## src/rtl/instr_encoder_defs.sv

```systemverilog
// Shared instruction-ID width and internal ID codes used by the encoder and its users.
`ifndef INSTR_ENCODER_DEFS_SV
`define INSTR_ENCODER_DEFS_SV

`define INST_ID_LEN 6

`define NONE_ID  6'd0
`define LUI_ID   6'd1
`define AUIPC_ID 6'd2
`define ADDI_ID  6'd3
`define SLTI_ID  6'd4
`define SLTIU_ID 6'd5
`define XORI_ID  6'd6
`define ORI_ID   6'd7
`define ANDI_ID  6'd8
`define SLLI_ID  6'd9
`define SRLI_ID  6'd10
`define SRAI_ID  6'd11
`define ADD_ID   6'd12
`define SUB_ID   6'd13
`define SLL_ID   6'd14
`define SLT_ID   6'd15
`define SLTU_ID  6'd16
`define XOR_ID   6'd17
`define SRL_ID   6'd18
`define SRA_ID   6'd19
`define OR_ID    6'd20
`define AND_ID   6'd21
`define LB_ID    6'd22
`define LH_ID    6'd23
`define LW_ID    6'd24
`define LBU_ID   6'd25
`define LHU_ID   6'd26
`define SB_ID    6'd27
`define SH_ID    6'd28
`define SW_ID    6'd29

`endif

```

## src/rtl/instr_encoder_if.sv

```systemverilog
// Request/response bundle of the instruction encoder; slave = encoder, master = requester/consumer.
`ifndef INSTR_ENCODER_DEFS_SV
`include "instr_encoder_defs.sv"
`endif

interface instr_encoder_if;
  logic                    in_valid_i;
  logic                    in_ready_o;
  logic [`INST_ID_LEN-1:0] instr_id_i;
  logic [4:0]              rd_i;
  logic [4:0]              rs1_i;
  logic [4:0]              rs2_i;
  logic [31:0]             imm_i;
  logic                    out_valid_o;
  logic                    out_ready_i;
  logic [31:0]             instr_o;
  logic                    err_o;
  logic [15:0]             err_cnt_o;

  modport slave (
    input  in_valid_i, instr_id_i, rd_i, rs1_i, rs2_i, imm_i, out_ready_i,
    output in_ready_o, out_valid_o, instr_o, err_o, err_cnt_o
  );

  modport master (
    output in_valid_i, instr_id_i, rd_i, rs1_i, rs2_i, imm_i, out_ready_i,
    input  in_ready_o, out_valid_o, instr_o, err_o, err_cnt_o
  );
endinterface

```

## src/rtl/instr_encoder.sv

```systemverilog
// Pipelined RV32I instruction encoder feeding a 2-entry output FIFO.
// Define INSTR_ENC_ERR_CNT_EN to enable the saturating illegal-ID counter on err_cnt_o.
`ifndef INSTR_ENCODER_DEFS_SV
`include "instr_encoder_defs.sv"
`endif

module instr_encoder (
  input  logic           clk_i,
  input  logic           rst_i,
  instr_encoder_if.slave enc
);

  typedef enum logic [6:0] {
    OPC_OP_IMM = 7'b0010011,
    OPC_OP     = 7'b0110011,
    OPC_LUI    = 7'b0110111,
    OPC_AUIPC  = 7'b0010111,
    OPC_LOAD   = 7'b0000011,
    OPC_STORE  = 7'b0100011
  } opcode_e;

  typedef enum logic [2:0] {
    FMT_I,
    FMT_SH,
    FMT_R,
    FMT_U,
    FMT_S
  } fmt_e;

  opcode_e     opc;
  fmt_e        fmt;
  logic [2:0]  f3;
  logic [6:0]  f7;
  logic        legal;
  logic [31:0] word;

  logic        accept, push, pop;
  logic [31:0] mem_q [2];
  logic [31:0] mem_d [2];
  logic        wr_ptr_q, wr_ptr_d;
  logic        rd_ptr_q, rd_ptr_d;
  logic [1:0]  count_q, count_d;
  logic        out_valid_q, out_valid_d;
  logic [31:0] instr_q, instr_d;
  logic        err_q, err_d;

  always_comb begin
    legal = 1'b1;
    opc   = OPC_OP_IMM;
    fmt   = FMT_I;
    f3    = 3'd0;
    f7    = 7'd0;
    case (enc.instr_id_i)
      `ADDI_ID:  f3 = 3'd0;
      `SLTI_ID:  f3 = 3'd2;
      `SLTIU_ID: f3 = 3'd3;
      `XORI_ID:  f3 = 3'd4;
      `ORI_ID:   f3 = 3'd6;
      `ANDI_ID:  f3 = 3'd7;
      `SLLI_ID:  begin fmt = FMT_SH; f3 = 3'd1; end
      `SRLI_ID:  begin fmt = FMT_SH; f3 = 3'd5; end
      `SRAI_ID:  begin fmt = FMT_SH; f3 = 3'd5; f7 = 7'b0100000; end
      `ADD_ID:   begin opc = OPC_OP; fmt = FMT_R; f3 = 3'd0; end
      `SUB_ID:   begin opc = OPC_OP; fmt = FMT_R; f3 = 3'd0; f7 = 7'b0100000; end
      `SLL_ID:   begin opc = OPC_OP; fmt = FMT_R; f3 = 3'd1; end
      `SLT_ID:   begin opc = OPC_OP; fmt = FMT_R; f3 = 3'd2; end
      `SLTU_ID:  begin opc = OPC_OP; fmt = FMT_R; f3 = 3'd3; end
      `XOR_ID:   begin opc = OPC_OP; fmt = FMT_R; f3 = 3'd4; end
      `SRL_ID:   begin opc = OPC_OP; fmt = FMT_R; f3 = 3'd5; end
      `SRA_ID:   begin opc = OPC_OP; fmt = FMT_R; f3 = 3'd5; f7 = 7'b0100000; end
      `OR_ID:    begin opc = OPC_OP; fmt = FMT_R; f3 = 3'd6; end
      `AND_ID:   begin opc = OPC_OP; fmt = FMT_R; f3 = 3'd7; end
      `LUI_ID:   begin opc = OPC_LUI;   fmt = FMT_U; end
      `AUIPC_ID: begin opc = OPC_AUIPC; fmt = FMT_U; end
      `LB_ID:    begin opc = OPC_LOAD; f3 = 3'd0; end
      `LH_ID:    begin opc = OPC_LOAD; f3 = 3'd1; end
      `LW_ID:    begin opc = OPC_LOAD; f3 = 3'd2; end
      `LBU_ID:   begin opc = OPC_LOAD; f3 = 3'd4; end
      `LHU_ID:   begin opc = OPC_LOAD; f3 = 3'd5; end
      `SB_ID:    begin opc = OPC_STORE; fmt = FMT_S; f3 = 3'd0; end
      `SH_ID:    begin opc = OPC_STORE; fmt = FMT_S; f3 = 3'd1; end
      `SW_ID:    begin opc = OPC_STORE; fmt = FMT_S; f3 = 3'd2; end
      default:   legal = 1'b0;
    endcase
  end

  always_comb begin
    word = '0;
    case (fmt)
      FMT_I:   word = {enc.imm_i[11:0], enc.rs1_i, f3, enc.rd_i, opc};
      FMT_SH:  word = {f7, enc.imm_i[4:0], enc.rs1_i, f3, enc.rd_i, opc};
      FMT_R:   word = {f7, enc.rs2_i, enc.rs1_i, f3, enc.rd_i, opc};
      FMT_U:   word = {enc.imm_i[31:12], enc.rd_i, opc};
      FMT_S:   word = {enc.imm_i[11:5], enc.rs2_i, enc.rs1_i, f3, enc.imm_i[4:0], opc};
      default: word = '0;
    endcase
  end

  // Ready comes from the registered count only, so a full FIFO freed by a pop reopens a cycle later.
  assign enc.in_ready_o = ~count_q[1];
  assign accept         = enc.in_valid_i & enc.in_ready_o;
  assign push           = accept & legal;
  assign pop            = out_valid_q & enc.out_ready_i;

  always_comb begin
    mem_d    = mem_q;
    wr_ptr_d = wr_ptr_q ^ push;
    rd_ptr_d = rd_ptr_q ^ pop;
    count_d  = count_q;
    if (push) begin
      mem_d[wr_ptr_q] = word;
    end
    case ({push, pop})
      2'b10:   count_d = count_q + 2'd1;
      2'b01:   count_d = count_q - 2'd1;
      default: count_d = count_q;
    endcase
    out_valid_d = (count_d != 2'd0);
    // Head register is loaded from the post-update FIFO so instr_o is a flop, not a mux of entries.
    instr_d     = out_valid_d ? mem_d[rd_ptr_d] : instr_q;
    err_d       = accept & ~legal;
  end

  always_ff @(posedge clk_i or posedge rst_i) begin
    if (rst_i) begin
      mem_q       <= '{default: '0};
      wr_ptr_q    <= 1'b0;
      rd_ptr_q    <= 1'b0;
      count_q     <= '0;
      out_valid_q <= 1'b0;
      instr_q     <= '0;
      err_q       <= 1'b0;
    end else begin
      mem_q       <= mem_d;
      wr_ptr_q    <= wr_ptr_d;
      rd_ptr_q    <= rd_ptr_d;
      count_q     <= count_d;
      out_valid_q <= out_valid_d;
      instr_q     <= instr_d;
      err_q       <= err_d;
    end
  end

  assign enc.out_valid_o = out_valid_q;
  assign enc.instr_o     = instr_q;
  assign enc.err_o       = err_q;

`ifdef INSTR_ENC_ERR_CNT_EN
  logic [15:0] err_cnt_q, err_cnt_d;

  always_comb begin
    err_cnt_d = err_cnt_q;
    if (accept && !legal && err_cnt_q != '1) begin
      err_cnt_d = err_cnt_q + 16'd1;
    end
  end

  always_ff @(posedge clk_i or posedge rst_i) begin
    if (rst_i) begin
      err_cnt_q <= '0;
    end else begin
      err_cnt_q <= err_cnt_d;
    end
  end

  assign enc.err_cnt_o = err_cnt_q;
`else
  assign enc.err_cnt_o = '0;
`endif

endmodule
```

## src/flat_wrapper.sv

```systemverilog
// flat-port wrapper written by rule: the top's interface ports become plain ports
module instr_encoder_flat 
  (clk_i, rst_i, enc_in_valid_i, enc_instr_id_i, enc_rd_i, enc_rs1_i, enc_rs2_i, enc_imm_i, enc_out_ready_i, enc_in_ready_o, enc_out_valid_o, enc_instr_o, enc_err_o, enc_err_cnt_o);
  instr_encoder_if enc_i ();
  input  logic clk_i;
  input  logic rst_i;
  input wire logic [$bits(enc_i.in_valid_i)-1:0] enc_in_valid_i;
  input wire logic [$bits(enc_i.instr_id_i)-1:0] enc_instr_id_i;
  input wire logic [$bits(enc_i.rd_i)-1:0] enc_rd_i;
  input wire logic [$bits(enc_i.rs1_i)-1:0] enc_rs1_i;
  input wire logic [$bits(enc_i.rs2_i)-1:0] enc_rs2_i;
  input wire logic [$bits(enc_i.imm_i)-1:0] enc_imm_i;
  input wire logic [$bits(enc_i.out_ready_i)-1:0] enc_out_ready_i;
  output wire logic [$bits(enc_i.in_ready_o)-1:0] enc_in_ready_o;
  output wire logic [$bits(enc_i.out_valid_o)-1:0] enc_out_valid_o;
  output wire logic [$bits(enc_i.instr_o)-1:0] enc_instr_o;
  output wire logic [$bits(enc_i.err_o)-1:0] enc_err_o;
  output wire logic [$bits(enc_i.err_cnt_o)-1:0] enc_err_cnt_o;
  assign enc_i.in_valid_i = enc_in_valid_i;
  assign enc_i.instr_id_i = enc_instr_id_i;
  assign enc_i.rd_i = enc_rd_i;
  assign enc_i.rs1_i = enc_rs1_i;
  assign enc_i.rs2_i = enc_rs2_i;
  assign enc_i.imm_i = enc_imm_i;
  assign enc_i.out_ready_i = enc_out_ready_i;
  assign enc_in_ready_o = enc_i.in_ready_o;
  assign enc_out_valid_o = enc_i.out_valid_o;
  assign enc_instr_o = enc_i.instr_o;
  assign enc_err_o = enc_i.err_o;
  assign enc_err_cnt_o = enc_i.err_cnt_o;
  instr_encoder u_core (.clk_i(clk_i), .rst_i(rst_i), .enc(enc_i));
endmodule
```

## config.mk

```make
export PLATFORM = sky130hd
export DESIGN_NAME = instr_encoder_flat
export DESIGN_NICKNAME = d
export VERILOG_FILES = /design/src/rtl/instr_encoder_if.sv /design/src/rtl/instr_encoder.sv /design/src/flat_wrapper.sv
export VERILOG_INCLUDE_DIRS = /design/src /design/src/rtl
export SDC_FILE = /design/constraint.sdc
export NUM_CORES = 1
export LEC_CHECK = 0
export ABC_AREA = 0
export CAP_MARGIN = 20
export CORE_ASPECT_RATIO = 1.75
export CORE_MARGIN = 5
export CORE_UTILIZATION = 45
export DETAILED_ROUTE_END_ITERATION = 7
export PLACE_DENSITY = 0.79
export SYNTH_ARGS = -nofsm -noshare
export SYNTH_HDL_FRONTEND = slang
export SYNTH_SLANG_ARGS = --single-unit
```

## constraint.sdc

```tcl
create_clock -name clk_i -period 3.9 [get_ports clk_i]
set_input_delay 0.975 -clock clk_i [delete_from_list [all_inputs] [get_ports clk_i]]
set_output_delay 0.975 -clock clk_i [all_outputs]
set_load 0.01 [all_outputs]
```

* After elaboration in Yosys (flattened, before gate mapping)
Cells that the tools add are included.
** Word-level totals
- Register bits after elaboration :: 102
- Input bits :: 57
- Output and inout port bits :: 51
- Word-level logic and storage cells :: 89
** Operators by class
- Add/subtract/negate cells :: 2
- Magnitude comparators :: 3
- Equal/unequal tests :: 35
- Muxes and demuxes :: 14
- Bitwise operators :: 10
- Reductions and logical operators :: 17
** Operator list (number)
- $pmux 32 s5 :: 1
- $mux 32 :: 4
- $eq 6x5->1 const B :: 14
- $bwmux 64 :: 1
- $mux 64 :: 1
- $eq 6x4->1 const B :: 8
- $demux 32 s1 :: 1
- $pmux 6 s5 :: 1
- $reduce_or 29->1 :: 1
- $eq 6x3->1 const B :: 4
- $pmux 3 s7 :: 1
- $eq 6x2->1 const B :: 2
- $pmux 3 s4 :: 1
- $reduce_or 3->1 :: 4
- $reduce_or 10->1 :: 1
- $reduce_or 5->1 :: 2
- $reduce_or 2->1 :: 4
- $reduce_or 4->1 :: 2
- $eq 3x2->1 const B :: 2
- $eq 6x1->1 const B :: 1
- $mux 6 :: 1
- $and 1x1->1 :: 4
- $ge 2x2->1 const B :: 2
- $not 1->2 :: 2
- 14 further kinds :: 16

* Longest topological paths before layout
- Depth after elaboration :: 10
- Gate-level depth with buffers :: 12
- Mapped depth without buffers :: 9

* Worst setup path before layout
No wires, ideal clock.
- Kind :: input -> register
- Start point :: input enc_instr_id_i[4]
- End point :: register u_core.instr_q[0] (netlist: u_core.enc.instr_o[0])
- Arrival time :: 3.453 ns
- Data required time :: 3.764 ns
- Slack :: 0.312 ns
- Cell stages on the path :: 11
- Cells stage by stage :: buf_2 -> or4_4 -> o2111a_2 -> clkinv_2 -> ha_1 -> nand2b_1 -> o22ai_1 -> clkbuf_1 -> clkbuf_1 -> clkbuf_1 -> o21ai_0
** Between the ends
- Word-level cells in the longest chain between the ends :: 10
- Elaborated cells between the ends (all ways) :: 52
- Classes of those cells :: 35 x eq/ne; 9 x mux; 1 x bitwise; 7 x reduce/logical
** RTL lines
- start: declaration :: RTL line flat_wrapper.sv:8 : input wire logic [$bits(enc_i.instr_id_i)-1:0] enc_instr_id_i;
- $eq 6x4->1, or another cell as far along :: RTL line instr_encoder.sv:53 : case (enc.instr_id_i)
- $reduce_or 10->1 (no line), or another cell as far along
- $pmux 3 s4 :: RTL line instr_encoder.sv:53
- $eq 3x3->1, or another cell as far along :: RTL line instr_encoder.sv:89 : case (fmt)
- $pmux 32 s5 :: RTL line instr_encoder.sv:89
- $bwmux 64 :: RTL line instr_encoder.sv:111 : mem_d[wr_ptr_q] = word;
- $mux 64 :: RTL line instr_encoder.sv:110 : if (push) begin
- $mux 32 (implied by the code) (3 in series) :: RTL line instr_encoder.sv:120 : instr_d = out_valid_d ? mem_d[rd_ptr_d] : instr_q;
- end signal: assignment :: RTL line instr_encoder.sv:139 : instr_q <= instr_d;
- end: declaration :: RTL line instr_encoder.sv:44 : logic [31:0] instr_q, instr_d;
Parallel ways exist; a longest one is shown, timed or not. The select of a mux whose other input is x is not followed.
A chain may end at the register's enable or synchronous reset.

* Worst setup path in the final report
- Start point :: input enc_instr_id_i[4]
- End point :: register u_core.instr_q[21] (netlist: u_core.enc.instr_o[21])
Same word-level chain as after synthesis.

==> impl_results.md <==
* Yosys reg bits at 102
* Total GRT Usage at 0.203
* Max Fanout on Critical Path at 17
* Worst-Margin Slew at 0.839 ns
* Nets at between 600 and 700
* Ports at 108
* Clk_skew at around 0.0043 ns
* Gate power share at 0.438
* Routed wire length at between 10000 and 15000 microns
* Gr ovfl total at 0
* Worst path required time at 4.18 ns
* Top-area cell type share of the netlist area at 0.523
* Post-CTS setup buffer count at 0
* Synth async-reset ratio at 1.00
* Worst Setup End Kind: register
* Die height at roughly 150 microns
* Placed insts at 674
* Resize count post-CTS at 0
* Clock network fraction of total power at 0.187
* Mapped Cells at 460
* Psw at roughly 0.0017 W
* Most frequent cells after synthesis: dfrtp_1, a21oi_1, nor2_1
* Clock Path Buffers at 2
* Run status: finished, final reports clean
* CTS Root Cell: clkbuf_16
* Finished layout cell area at 6290 sq um
* Final setup violation count at 0
* Most common flop cell mapped by yosys: dfrtp_1
* Area after DPL at 5990 sq um
* Synth Area in XOR/XNOR at 0.0144
* Cell Pwr Density at 749 nW/um^2
* CORE AREA at 10700 sq um
* Port buffer count at 91
* Final hold vios at 0
* Pint at 0.00301 W
* Yosys top cell by area: dfrtp_1
* Post-synthesis cell area at 4880 sq um
* Seq pwr share at 0.375
* Finished Layout Cells at 690
* Reg clk slew, reported paths at ~0.070 ns
* Synthesis Warnings at 0
* Adder-Cell Fraction of Synth Area at 0.00256
* CTS tree: yes
* Reg area at 2550 sq um
* Number of synthesized flops with an enable pin at 0
* Initial antenna violation count at 0
* GPL Wtd Cong at 0.797
* Post-Synth Simple-Gate Area at 0.113
* Row count at 50
* Unrepaired setup endpoints after global routing: no
* Area Overhead vs Synth at 28.9%
* Max-Cap Viols at 0
* Compound-Gate Fraction of Synth Area at 0.202
* Hold crit path type: register to register
* Wire length per cell at ~19 microns
* DRT Pass-1 Iters at 6
* Post-CTS Hold Fix Bufs at 0
* R2r setup slk at 1.37 ns
* Most area-consuming cells after synthesis: dfrtp_1, mux2_2, a21oi_1, a222oi_1, a2111oi_0
* Minimum clock period at 3.64 ns
* Final ANT Viol Nets at 0
* Crit Path Category: input pin to register
* Largest net degree at the start of global routing at between 50 and 60
* Most frequent cell after synthesis: dfrtp_1
* Peak VDD IR at around 540 uV
* Rel. slew slack at 0.439
* Die X at 88.7 microns
* Initial detailed-routing violation count at 350
* Number of global-route vias before repair at 4228
* DRC at 0
* Avg Cell Area, Syn at 10.6 sq um
* Worst-Skew Late Latency at around 0.34 ns
* FMAX at 275 MHz
* Layout cell share with drive strength beyond 1 at 0.134
* First-pass GRT wire length at 20800 microns
* Total CTS buffers at 9
* Sw frac at 0.361
* # H-tree levels at 3
* Initial Util at 0.456
* Area of the multi-input gates at 2060 sq um
* Final Max Slew Viols at 0
* Via density at 5.91
* Leak at 2.66 nW
* Die area at roughly 13000 sq um
* Crit start category: input pin
* Post-synthesis sequential area ratio at 0.523
* # clock sinks at 102
* Final Cycle Share at 0.932
* Final Util at 0.588
* Main combinational cell family by area after synthesis: compound AO/OA/AOI/OAI gates
* Mux share of post-synthesis cell area at 0.0738
* Worst path arrival time at 3.91 ns
* Fill count at 844
* Post-DP HPWL at 9400 microns
* DR vias at 4080
* Antenna fix cells at 0
* Distinct cells, synth at 58
[registers in the layout (all words and copies together) (netlist names)]
name	cells
u_core.wr_ptr_q	1
u_core.enc.err_o	1
u_core.enc.out_valid_o	1
u_core.enc.instr_o	32
u_core.rd_ptr_q	1
u_core.mem_q	64
u_core.count_q	2
[path summary, 6_finish.rpt]
check / cells after the start / start / to
setup / recovery: 8 / enc_instr_id_i[4] / u_core.enc.instr_o[21]
hold / removal: 1 / u_core.mem_q[33] / u_core.mem_q[33]
setup reg to reg: 6 / u_core.wr_ptr_q / u_core.enc.instr_o[11]
hold reg to reg: 1 / u_core.mem_q[33] / u_core.mem_q[33]
max in group asynchronous: 3 / rst_i / u_core.count_q[0]
min in group asynchronous: 2 / rst_i / u_core.enc.instr_o[0]
[per-stage QoR]
| stage | TNS (ns) | total power, W | setup slack [ns] | hold WS [ns] |
|---|---|---|---|---|
| 2_1_floorplan | 0 | 0.00298 | 0.250 | 0.430 |
| 3_3_place_gp | 0 | 0.00371 | 0.120 | 0.446 |
| 3_5_place_dp | -0.0937 | 0.00384 | -0.0937 | 0.450 |
| 4_1_cts | 0 | 0.00473 | 0.256 | 0.465 |
| 5_1_grt | 0 | 0.00503 | 0.0975 | 0.489 |
| 6_report | 0 | 0.00471 | 0.264 | 0.463 |
[cells in the final DEF, fill, tap and decap left out, drive strengths merged, types with 2 or more instances in the layout]
cell	netlist	final
o21ai	24	24
o21a	2	2
nand3	5	5
nor2b	5	5
nand2b	7	7
nor2	35	35
mux2	21	21
a31oi	17	17
nor3b	2	2
xnor2	4	4
and2	8	8
clkdlybuf4s50	0	91
xor2	4	4
a211o	7	7
mux2i	12	12
dfrtp	102	102
a222oi	16	16
o211ai	3	3
nand4	2	2
inv	19	20
and3	3	3
clkbuf	16	9
a21oi	33	33
nand2	27	27
a221o	8	8
clkinv	2	5
or3	2	2
a2111oi	17	17
conb	1	16
o311ai	2	2
clkinvlp	0	2
buf	33	27
[routing by layer]
| layer | global-route usage | share of wire |
|---|---|---|
| met3 | 0.0396 | 0.062 |
| met5 | 0 | 0 |
| met4 | 0.0968 | 0.027 |
| met1 | 0.238 | 0.37 |
| met2 | 0.346 | 0.54 |
[final cells by class]
type	count	area share
Clock buffer	9	0.0358
Clock inverter	7	0.0115
Inverter	21	0.0131
Multi-Input combinational cell	303	0.327
Sequential cell	102	0.406
Tap cell	130	0.0259
Timing Repair Buffer	118	0.181
[power groups by stage]
stage	Sequential [W]	Clock, W	Combinational (W)
finish	0.00177	0.000879	0.00207
CTS	0.00177	0.000892	0.00207
floorplan	0.00177	0	0.00120
global route	0.00181	0.000940	0.00227
detailed placement	0.00178	0	0.00206
global placement	0.00176	0	0.00195
[cells by family after synthesis]
| family | after synthesis |
|---|---|
| AO/OA/AOI/OAI | 139 |
| AND/OR/NAND/NOR | 106 |
| flip-flops | 102 |
| buffers and inverters | 70 |
| multiplexers | 33 |
| XOR/XNOR | 8 |
| adder cells (fa/ha/maj) | 1 |
| other | 1 |
[critical path, cell delays in order]
cell and delay [ns]:
clkdlybuf4s50_1 0.51, buf_4 0.23, nor2_1 0.10, o21ai_0 0.18, nor3b_1 0.71, a222oi_1 0.33, a2111oi_0 0.70, a211o_1 0.17
No activity file was read; power rests on OpenSTA's default activity.
